## config.mk

```make
export PLATFORM = sky130hd
export DESIGN_NAME = fxdiv_unit
export DESIGN_NICKNAME = d
export VERILOG_FILES = /design/src/rtl/fxdiv_pkg.sv /design/src/rtl/fxdiv_step.sv /design/src/rtl/fxdiv_unit.sv
export SDC_FILE = /design/constraint.sdc
export NUM_CORES = 1
export LEC_CHECK = 0
export CAP_MARGIN = 20
export CORE_AREA = 10 10 124 126
export CTS_BUF_LIST = sky130_fd_sc_hd__clkbuf_8 sky130_fd_sc_hd__clkbuf_16
export DETAILED_ROUTE_END_ITERATION = 7
export DIE_AREA = 0 0 134 136
export PLACE_DENSITY = 0.47
export SYNTH_ARGS = -nofsm -noshare
export SYNTH_HDL_FRONTEND = slang
export SYNTH_SLANG_ARGS = --single-unit
```

## constraint.sdc

```tcl
create_clock -name Clk -period 4 [get_ports Clk]
set_input_delay 0.4 -clock Clk [delete_from_list [all_inputs] [get_ports Clk]]
set_output_delay 0.4 -clock Clk [all_outputs]
set_load 0.005 [all_outputs]
```

## src/rtl/fxdiv_pkg.sv

```systemverilog
// rtl/fxdiv_pkg.sv - shared types and constants for the fixed-point divider
// Purpose : state encoding, default widths and the divide-by-zero quotient.
// Ports   : none (package).
package fxdiv_pkg;

   localparam int DVD_W_DEF  = 16;
   localparam int DVS_W_DEF  = 8;
   localparam int FRAC_W_DEF = 8;
   localparam int Q_W_DEF    = DVD_W_DEF + FRAC_W_DEF;

   // Quotient reported for a zero divisor at the default width.
   localparam logic [Q_W_DEF-1:0] DIV0_QUOTIENT = {Q_W_DEF{1'b1}};

   typedef enum logic [1:0] {
      IDLE = 2'd0,
      BUSY = 2'd1,
      DONE = 2'd2
   } fxdiv_state_e;

endpackage

```

## src/rtl/fxdiv_step.sv

```systemverilog
// rtl/fxdiv_step.sv - one combinational restoring-division iteration
// Purpose : shift the next numerator bit into the partial remainder and
//           subtract the divisor when it fits.
// Ports   : rem_i  partial remainder in
//           bit_i  next numerator bit (MSB first)
//           d_i    divisor
//           rem_o  partial remainder out
//           q_o    quotient bit produced by this step
module fxdiv_step #(
   parameter int DVS_W = 8
) (
   input  logic [DVS_W-1:0] rem_i,
   input  logic             bit_i,
   input  logic [DVS_W-1:0] d_i,
   output logic [DVS_W-1:0] rem_o,
   output logic             q_o
);

   logic [DVS_W:0] t;
   logic [DVS_W:0] d_ext;

   // t carries one extra bit so that a remainder just below D, doubled,
   // still compares correctly against D.
   assign t     = {rem_i, bit_i};
   assign d_ext = {1'b0, d_i};
   assign q_o   = (t >= d_ext);
   // When D fits, t - D < D, so the result always fits back in DVS_W bits.
   assign rem_o = q_o ? DVS_W'(t - d_ext) : t[DVS_W-1:0];

endmodule

```

## src/rtl/fxdiv_unit.sv

```systemverilog
// rtl/fxdiv_unit.sv - multi-cycle unsigned 16.8 fixed-point divider
// Purpose : quotient = floor(dividend * 2^FRAC_W / divisor), one restoring
//           step per cycle. Optional macro FXDIV_ZERO_BYPASS_EN sends a zero
//           divisor straight from IDLE to DONE.
// Ports   : Clk, Reset (async, active-high)
//           start        launch on a 0->1 edge while idle
//           dividend     numerator, sampled on the accepted edge
//           divisor      denominator, sampled on the accepted edge
//           busy         divide in progress
//           done         one-cycle completion pulse
//           quotient     Q_W-bit result, held until the next completion
//           remainder    final partial remainder
//           div_by_zero  last op had a zero divisor
module fxdiv_unit
   import fxdiv_pkg::*;
#(
   parameter int DVD_W  = DVD_W_DEF,
   parameter int DVS_W  = DVS_W_DEF,
   parameter int FRAC_W = FRAC_W_DEF
) (
   input  logic                     Clk,
   input  logic                     Reset,
   input  logic                     start,
   input  logic [DVD_W-1:0]         dividend,
   input  logic [DVS_W-1:0]         divisor,
   output logic                     busy,
   output logic                     done,
   output logic [DVD_W+FRAC_W-1:0]  quotient,
   output logic [DVS_W-1:0]         remainder,
   output logic                     div_by_zero
);

   localparam int Q_W   = DVD_W + FRAC_W;
   localparam int CNT_W = $clog2(Q_W);

   fxdiv_state_e     state_q, state_d;
   logic             start_q;
   // Numerator shifts out at the top while quotient bits shift in at the
   // bottom; after Q_W steps this register holds the quotient.
   logic [Q_W-1:0]   num_q, num_d;
   logic [DVS_W-1:0] dvs_q, dvs_d;
   logic [DVS_W-1:0] rem_q, rem_d;
   logic [CNT_W-1:0] cnt_q, cnt_d;
   logic             busy_q, busy_d;
   logic             done_q, done_d;
   logic [Q_W-1:0]   quot_q, quot_d;
   logic [DVS_W-1:0] remo_q, remo_d;
   logic             dbz_q, dbz_d;

   logic             accept;
   logic [DVS_W-1:0] step_rem;
   logic             step_q;

   fxdiv_step #(.DVS_W(DVS_W)) u_step (
      .rem_i (rem_q),
      .bit_i (num_q[Q_W-1]),
      .d_i   (dvs_q),
      .rem_o (step_rem),
      .q_o   (step_q)
   );

   assign accept = start & ~start_q & (state_q == IDLE);

   always_comb begin
      state_d = state_q;
      num_d   = num_q;
      dvs_d   = dvs_q;
      rem_d   = rem_q;
      cnt_d   = cnt_q;
      busy_d  = busy_q;
      done_d  = 1'b0;
      quot_d  = quot_q;
      remo_d  = remo_q;
      dbz_d   = dbz_q;
      case (state_q)
         IDLE: begin
            if (accept) begin
               num_d   = {dividend, {FRAC_W{1'b0}}};
               dvs_d   = divisor;
               rem_d   = '0;
               cnt_d   = CNT_W'(Q_W - 1);
               dbz_d   = 1'b0;
               state_d = BUSY;
               busy_d  = 1'b1;
`ifdef FXDIV_ZERO_BYPASS_EN
               if (divisor == '0) begin
                  state_d = DONE;
                  busy_d  = 1'b0;
               end
`endif
            end
         end
         BUSY: begin
            num_d = {num_q[Q_W-2:0], step_q};
            rem_d = step_rem;
            if (cnt_q == '0) begin
               state_d = DONE;
               busy_d  = 1'b0;
            end else begin
               cnt_d = cnt_q - CNT_W'(1);
            end
         end
         DONE: begin
            done_d  = 1'b1;
            state_d = IDLE;
            if (dvs_q == '0) begin
               quot_d = '1;
               remo_d = '0;
               dbz_d  = 1'b1;
            end else begin
               quot_d = num_q;
               remo_d = rem_q;
            end
         end
         default: state_d = IDLE;
      endcase
   end

   always_ff @(posedge Clk or posedge Reset) begin
      if (Reset) begin
         state_q <= IDLE;
         start_q <= 1'b0;
         num_q   <= '0;
         dvs_q   <= '0;
         rem_q   <= '0;
         cnt_q   <= '0;
         busy_q  <= 1'b0;
         done_q  <= 1'b0;
         quot_q  <= '0;
         remo_q  <= '0;
         dbz_q   <= 1'b0;
      end else begin
         state_q <= state_d;
         start_q <= start;
         num_q   <= num_d;
         dvs_q   <= dvs_d;
         rem_q   <= rem_d;
         cnt_q   <= cnt_d;
         busy_q  <= busy_d;
         done_q  <= done_d;
         quot_q  <= quot_d;
         remo_q  <= remo_d;
         dbz_q   <= dbz_d;
      end
   end

   assign busy        = busy_q;
   assign done        = done_q;
   assign quotient    = quot_q;
   assign remainder   = remo_q;
   assign div_by_zero = dbz_q;

endmodule

```

==> impl_metrics.yaml, run 1 <==
timing:
  min_period_ns: 2.21
  tightest_slew_ns: 0.921
  holdWs_ns: 0.342
  setup_tns_ns: 0
  hold_viol_final: 0
  fin_worst_skew_ns: 0.00584
  clock.fmax_mhz: 453
  rsz0062_at_grt: "no"
  setup_viol: 0
  maxSlewHeadroom_pct: 38.6
  setup_ws_ns: 1.79
  fin_crit_sh_pct: 55.2
  slew_violations: 0
cells_and_area:
  stdcell_count: 664
  antenna_cells: 0
  multi_input_area_sq_um: 1570
  layout_commonest_cell: "nand2_1"
  drive_gt1_share_pct: 6.35
  mostFrequentLayoutCells: "nand2_1 (133), dfrtp_1 (83), clkdlybuf4s50_1 (61)"
  nFillCells: 1347
  final_nets: 521
  syn_to_final_growth_pct: 29.4
  regArea_sq_um: 2080
clock_network:
  cts_tree: "done"
  clock-sinks: 83
  clk_latency_ns: 0.34
  numCtsBuffers: 9
  ctsResizeCount: 0
  cts-hold-fix-buffers: 0
  cts_max_level: 3
  clockBufferDepth: 2
  cts_setup_buffers: 0
  clockRootBuffer: "clkbuf_16"
  clk_pin_slew_ns: 0.06
hold_path:
  hold_class: "input port to asynchronous set/reset pin"
logic_synthesis:
  netlist_instances: 428
  synth_area_sq_um: 3800
  yosysWarnings: 0
  synthFlopType: "dfrtp_1"
  ys_seq_area_share_pct: 54.6
  ys_types: 41
  synth-edff-count: 0
  synth-async-reset-ratio_pct: 100
  avgSynthCellArea_sq_um: 8.88
  syn_nets: 466
  synth_seq_cells: 83
setup_path:
  path_class: "register to register"
  start_kind: "register"
  cp_max_fo: 16
  r2r-start: "rem_q[3]$_DFFE_PP0P_"
  slowest_delay_ns: 0.54
  r2r_end: "rem_q[4]$_DFFE_PP0P_"
  crit_path_cell_trace: "ha_1 -> a21oi_1 -> o221ai_1 -> a21oi_2 -> mux2i_1 -> o21ai_0"
  cp-end-kind: "register"
  r2r_cells: 6
  arrival_ns: 2.39
  crit_required_ns: 4.18
  crit_slowest_cell: "a21oi_2"
  reg2reg_slack_ns: 1.79
floorplan:
  dieArea_sq_um: 18200
  core_area_sq_um: 13000
  core.rowCount: 42
  die_h_um: 136
  start_util_pct: 29.3
  ioPinCount: 62
  die_w_um: 134
drt:
  wl_um: 9990
  viasPerCell: 4.75
  post_drt_wl_per_cell_um: 15.0
  drcViolationCount: 0
  vias: 3155
  drtIter0Drc: 230
  ant_nets: 0
  dr.pass1.iters: 4
pwr:
  switching_share_pct: 37.5
  p_int_mw: 2.38
  combPwrFrac_pct: 40.9
  pwr-share-clk_pct: 21.6
  power.leakage_nw: 2.21
  p_per_area_nw_per_um2: 774
  fin_total_pwr_mw: 3.81
  peakVddDrop_mv: 0.281
  netSwitchingPower_mw: 1.43
  p_seq_share_pct: 37.5
place:
  dp_slack_ns: 1.82
  place_inst: 648
  hpwl_um: 7050
  port_buffers: 61
  gp_congestion: 0.776
global_route:
  grt_pass1_vias: 3270
  grt_antenna_before_repair: 0
  grt-ovfl-total: 0
  grt_usage_pct: 11.4
  grt_pass1_wl_um: 16900
  grt_max_degree: 51
run:
  max_cap_viol_count: 0
status:
  status: "complete, no violations"
synthesized netlist by cell type, types with 2 or more instances:
cell | number | area [sq um]
o31ai_1 | 3 | 22.5
xor2_1 | 3 | 26.3
nand2_1 | 133 | 499
o21ai_0 | 23 | 115
o311ai_0 | 3 | 26.3
a32oi_1 | 4 | 35.0
clkbuf_1 | 17 | 63.8
nor2b_1 | 5 | 31.3
inv_1 | 16 | 60.1
dfrtp_1 | 83 | 2080
nand2b_1 | 3 | 18.8
a31oi_1 | 18 | 113
a21oi_1 | 15 | 75.1
nor3_1 | 4 | 20.0
nor2_1 | 27 | 101
mux2i_1 | 2 | 20.0
buf_2 | 6 | 30.0
nand3_1 | 30 | 150
o211ai_1 | 2 | 15.0
ha_1 | 10 | 125
stage by stage:
stage,utilization (%),instance area [sq um]
after floorplan,-,3800
after global placement,35.3,4580
after detailed placement,35.6,4620
after CTS,37.9,4920
after global routing,37.9,4920
final,37.9,4920
worst max-delay path: cells and delay by family, from the launching register on:
family	cells	cell delay [ns]
fa+ha+maj	1	0.34
mux	1	0.25
flops	1	0.42
compound gates	4	1.04
state kept, by name, summed over array words and instances (netlist names):
signal and count:
busy 1, cnt_q 5, div_by_zero 1, done 1, dvs_q 8, num_q 24, quotient 24, rem_q 8
remainder 8, start_q 1, state_q 2
per-layer routing:
layer / part of all wire (%) / track usage, %
met1: 47 / 14.4
met2: 48 / 18.3
met3: 4.0 / 2.66
met4: 1.5 / 4.72
met5: 0 / 0
how the worst max path moves through the flow:
stage	from	to
global route	rem_q[3]$_DFFE_PP0P_	rem_q[4]$_DFFE_PP0P_
finish	rem_q[3]$_DFFE_PP0P_	rem_q[4]$_DFFE_PP0P_
floorplan	Reset	busy$_DFFE_PP0P_
CTS	dvs_q[6]$_DFFE_PP0P_	rem_q[4]$_DFFE_PP0P_
detailed placement	start	num_q[23]$_DFFE_PP0P_
global placement	dvs_q[0]$_DFFE_PP0P_	quotient[23]$_DFFE_PP0P_
logic make-up (layout without fill, tap and decap cells):
family                     Yosys count  in the layout  synth area share [%]
AOI/OAI and AO/OA                   76             76                  12.4
buffers and inverters               41            101                  4.24
DFF                                 83             83                  54.6
adders and majority gates           11             11                  3.82
xor gates and xnor gates             4              4                 0.922
muxes                                2              2                 0.527
and+or+nand+nor                    211            211                  23.5
power groups by stage:
stage / sequential [mW] / clock (mW) / combinational [mW]
finish: 1.43 / 0.822 / 1.56
global route: 1.47 / 0.881 / 1.80
CTS: 1.43 / 0.845 / 1.58
detailed placement: 1.44 / 0 / 1.57
global placement: 1.44 / 0 / 1.53
floorplan: 1.37 / 0 / 1.10
cell type report:
| cell class | instances | area share (%) |
|---|---|---|
| Clock buffer | 9 | 4.58 |
| Clock inverter | 7 | 1.40 |
| Inverter | 17 | 1.32 |
| Multi-Input combinational cell | 304 | 32.0 |
| Sequential cell | 83 | 42.2 |
| Tap cell | 176 | 4.48 |
| Timing Repair Buffer | 68 | 14.0 |
Note: power is estimated with default switching activity, not from simulation.
==> run 2, diff against run 1 <==
- clock period: 4 -> 2.2 ns (I/O delays scaled with it)
==> impl_metrics.yaml, run 2 (same netlist as run 1, synthesis figures left out) <==
status:
  status: "complete, no violations"
floorplan:
  ioPinCount: 62
  core.rowCount: 42
  die_w_um: 134
  core_area_sq_um: 13000
  start_util_pct: 29.3
  dieArea_sq_um: 18200
  die_h_um: 136
setup_path:
  crit_slowest_cell: "fa_1"
  slowest_delay_ns: 0.39
  arrival_ns: 2.19
  crit_path_cell_trace: "inv_1 -> ha_1 -> fa_1 -> nor2b_1 -> o31a_1 -> mux2i_1 -> a31o_2 -> o21ai_0"
  crit_required_ns: 2.39
  path_buf_inv: 1
  path_class: "register to register"
  start_kind: "register"
  cp-end-kind: "register"
  crit_family: "adder cells"
  cp_max_fo: 3
cells_and_area:
  drive_gt1_share_pct: 8.06
  syn_to_final_growth_pct: 32.5
  antenna_cells: 0
  nFillCells: 1332
  regArea_sq_um: 2080
  layout_commonest_cell: "nand2_1"
  mostFrequentLayoutCells: "nand2_1 (133), dfrtp_1 (83), clkdlybuf4s50_1 (61)"
  multi_input_area_sq_um: 1570
  final_util_pct: 38.8
  final_nets: 530
drt:
  drcViolationCount: 0
  dr.pass1.iters: 4
  ant_nets: 0
  viasPerCell: 4.68
  drtIter0Drc: 229
  vias: 3143
  post_drt_wl_per_cell_um: 14.9
  wl_um: 10000
timing:
  tightest_slew_ns: 0.530
  fin_worst_skew_ns: 0.00597
  hold_viol_final: 0
  rsz0062_at_grt: "no"
  fin_crit_sh_pct: 90.8
  slew_violations: 0
  setup_viol: 0
  min_period_ns: 2.00
  setup_tns_ns: 0
  maxSlewHeadroom_pct: 64.6
  clock.fmax_mhz: 500
clock_network:
  numCtsBuffers: 9
  cts-hold-fix-buffers: 0
  clk_latency_ns: 0.34
  clockBufferDepth: 2
  cts_tree: "done"
  ctsResizeCount: 0
  clk_pin_slew_ns: 0.06
  clock-sinks: 83
  cts_max_level: 3
  clockRootBuffer: "clkbuf_16"
  cts_setup_buffers: 0
run:
  max_cap_viol_count: 0
global_route:
  grt_pass1_wl_um: 16800
  grt_usage_pct: 11.4
  grt-ovfl-total: 0
  grt_max_degree: 36
  grt_antenna_before_repair: 0
  grt_pass1_vias: 3275
pwr:
  power.leakage_nw: 2.27
  p_per_area_nw_per_um2: 1440
  fin_total_pwr_mw: 7.28
  peakVddDrop_mv: 0.496
place:
  gp_congestion: 0.823
  hpwl_um: 7190
  port_buffers: 61
hold_path:
  hold_class: "input port to asynchronous set/reset pin"
## run 2: layer usage
layer	up-vias	track usage, %	part of all wire (%)
li1	1571	-	-
met1	1508	14.5	48
met2	56	18.3	46
met3	8	2.92	4.9
met4	0	3.81	1.4
met5	-	0	0
## run 2: power breakdown
part / switching, mW / total [mW] / internal, mW
Combinational: 1.56 / 3.00 / 1.44
Sequential: 0.460 / 2.59 / 2.13
Clock: 0.596 / 1.68 / 1.08
## run 2: worst paths after layout
path,from,end,slack [ns],cells past startpoint
max,num_q[23]$_DFFE_PP0P_,rem_q[6]$_DFFE_PP0P_,0.20,8
min,Reset,quotient[8]$_DFFE_PP0P_,0.23,2
max reg2reg,num_q[23]$_DFFE_PP0P_,rem_q[6]$_DFFE_PP0P_,0.20,8
min reg2reg,quotient[8]$_DFFE_PP0P_,quotient[8]$_DFFE_PP0P_,0.49,2
max in group asynchronous,Reset,cnt_q[0]$_DFFE_PP0P_,1.43,3
min in group Clk,start,start_q$_DFF_PP0_,0.36,1
## run 2: layout make-up
type	instances	area share (%)
multi-input combinational	304	31.2
clock buffer	12	5.29
timing repair buffer	77	15.2
tap	176	4.37
sequential	83	41.2
clock inverter	3	1.37
inverter	17	1.34
## run 2: worst register-to-register path, delay by kind of cell, from the launching register on
kind | cells | cell delay [ns]
and+or+nand+nor | 1 | 0.20
muxes | 1 | 0.19
adders and majority gates | 2 | 0.61
DFF | 1 | 0.36
buffers and inverters | 1 | 0.07
AOI/OAI and AO/OA | 3 | 0.42
## run 2: stage by stage
stage | hold WS (ns) | worst slack [ns] | std cells | cell area, sq um
after global routing | 0.251 | 0.00980 | 672 | 5040
after detailed placement | 0.481 | 0.206 | 657 | 4700
after global placement | 0.478 | 0.250 | 657 | 4700
after CTS | 0.240 | 0.187 | 672 | 5040
final | 0.233 | 0.201 | 672 | 5040
after floorplan | 0.251 | 0.395 | 428 | 3810
==> run 3, diff against run 2 <==
- CAP_MARGIN: 20 -> 25
- SLEW_MARGIN: not set -> 10
==> results of run 3 <==
No change in the layout: final DEF, timing and power equal those of run 2.
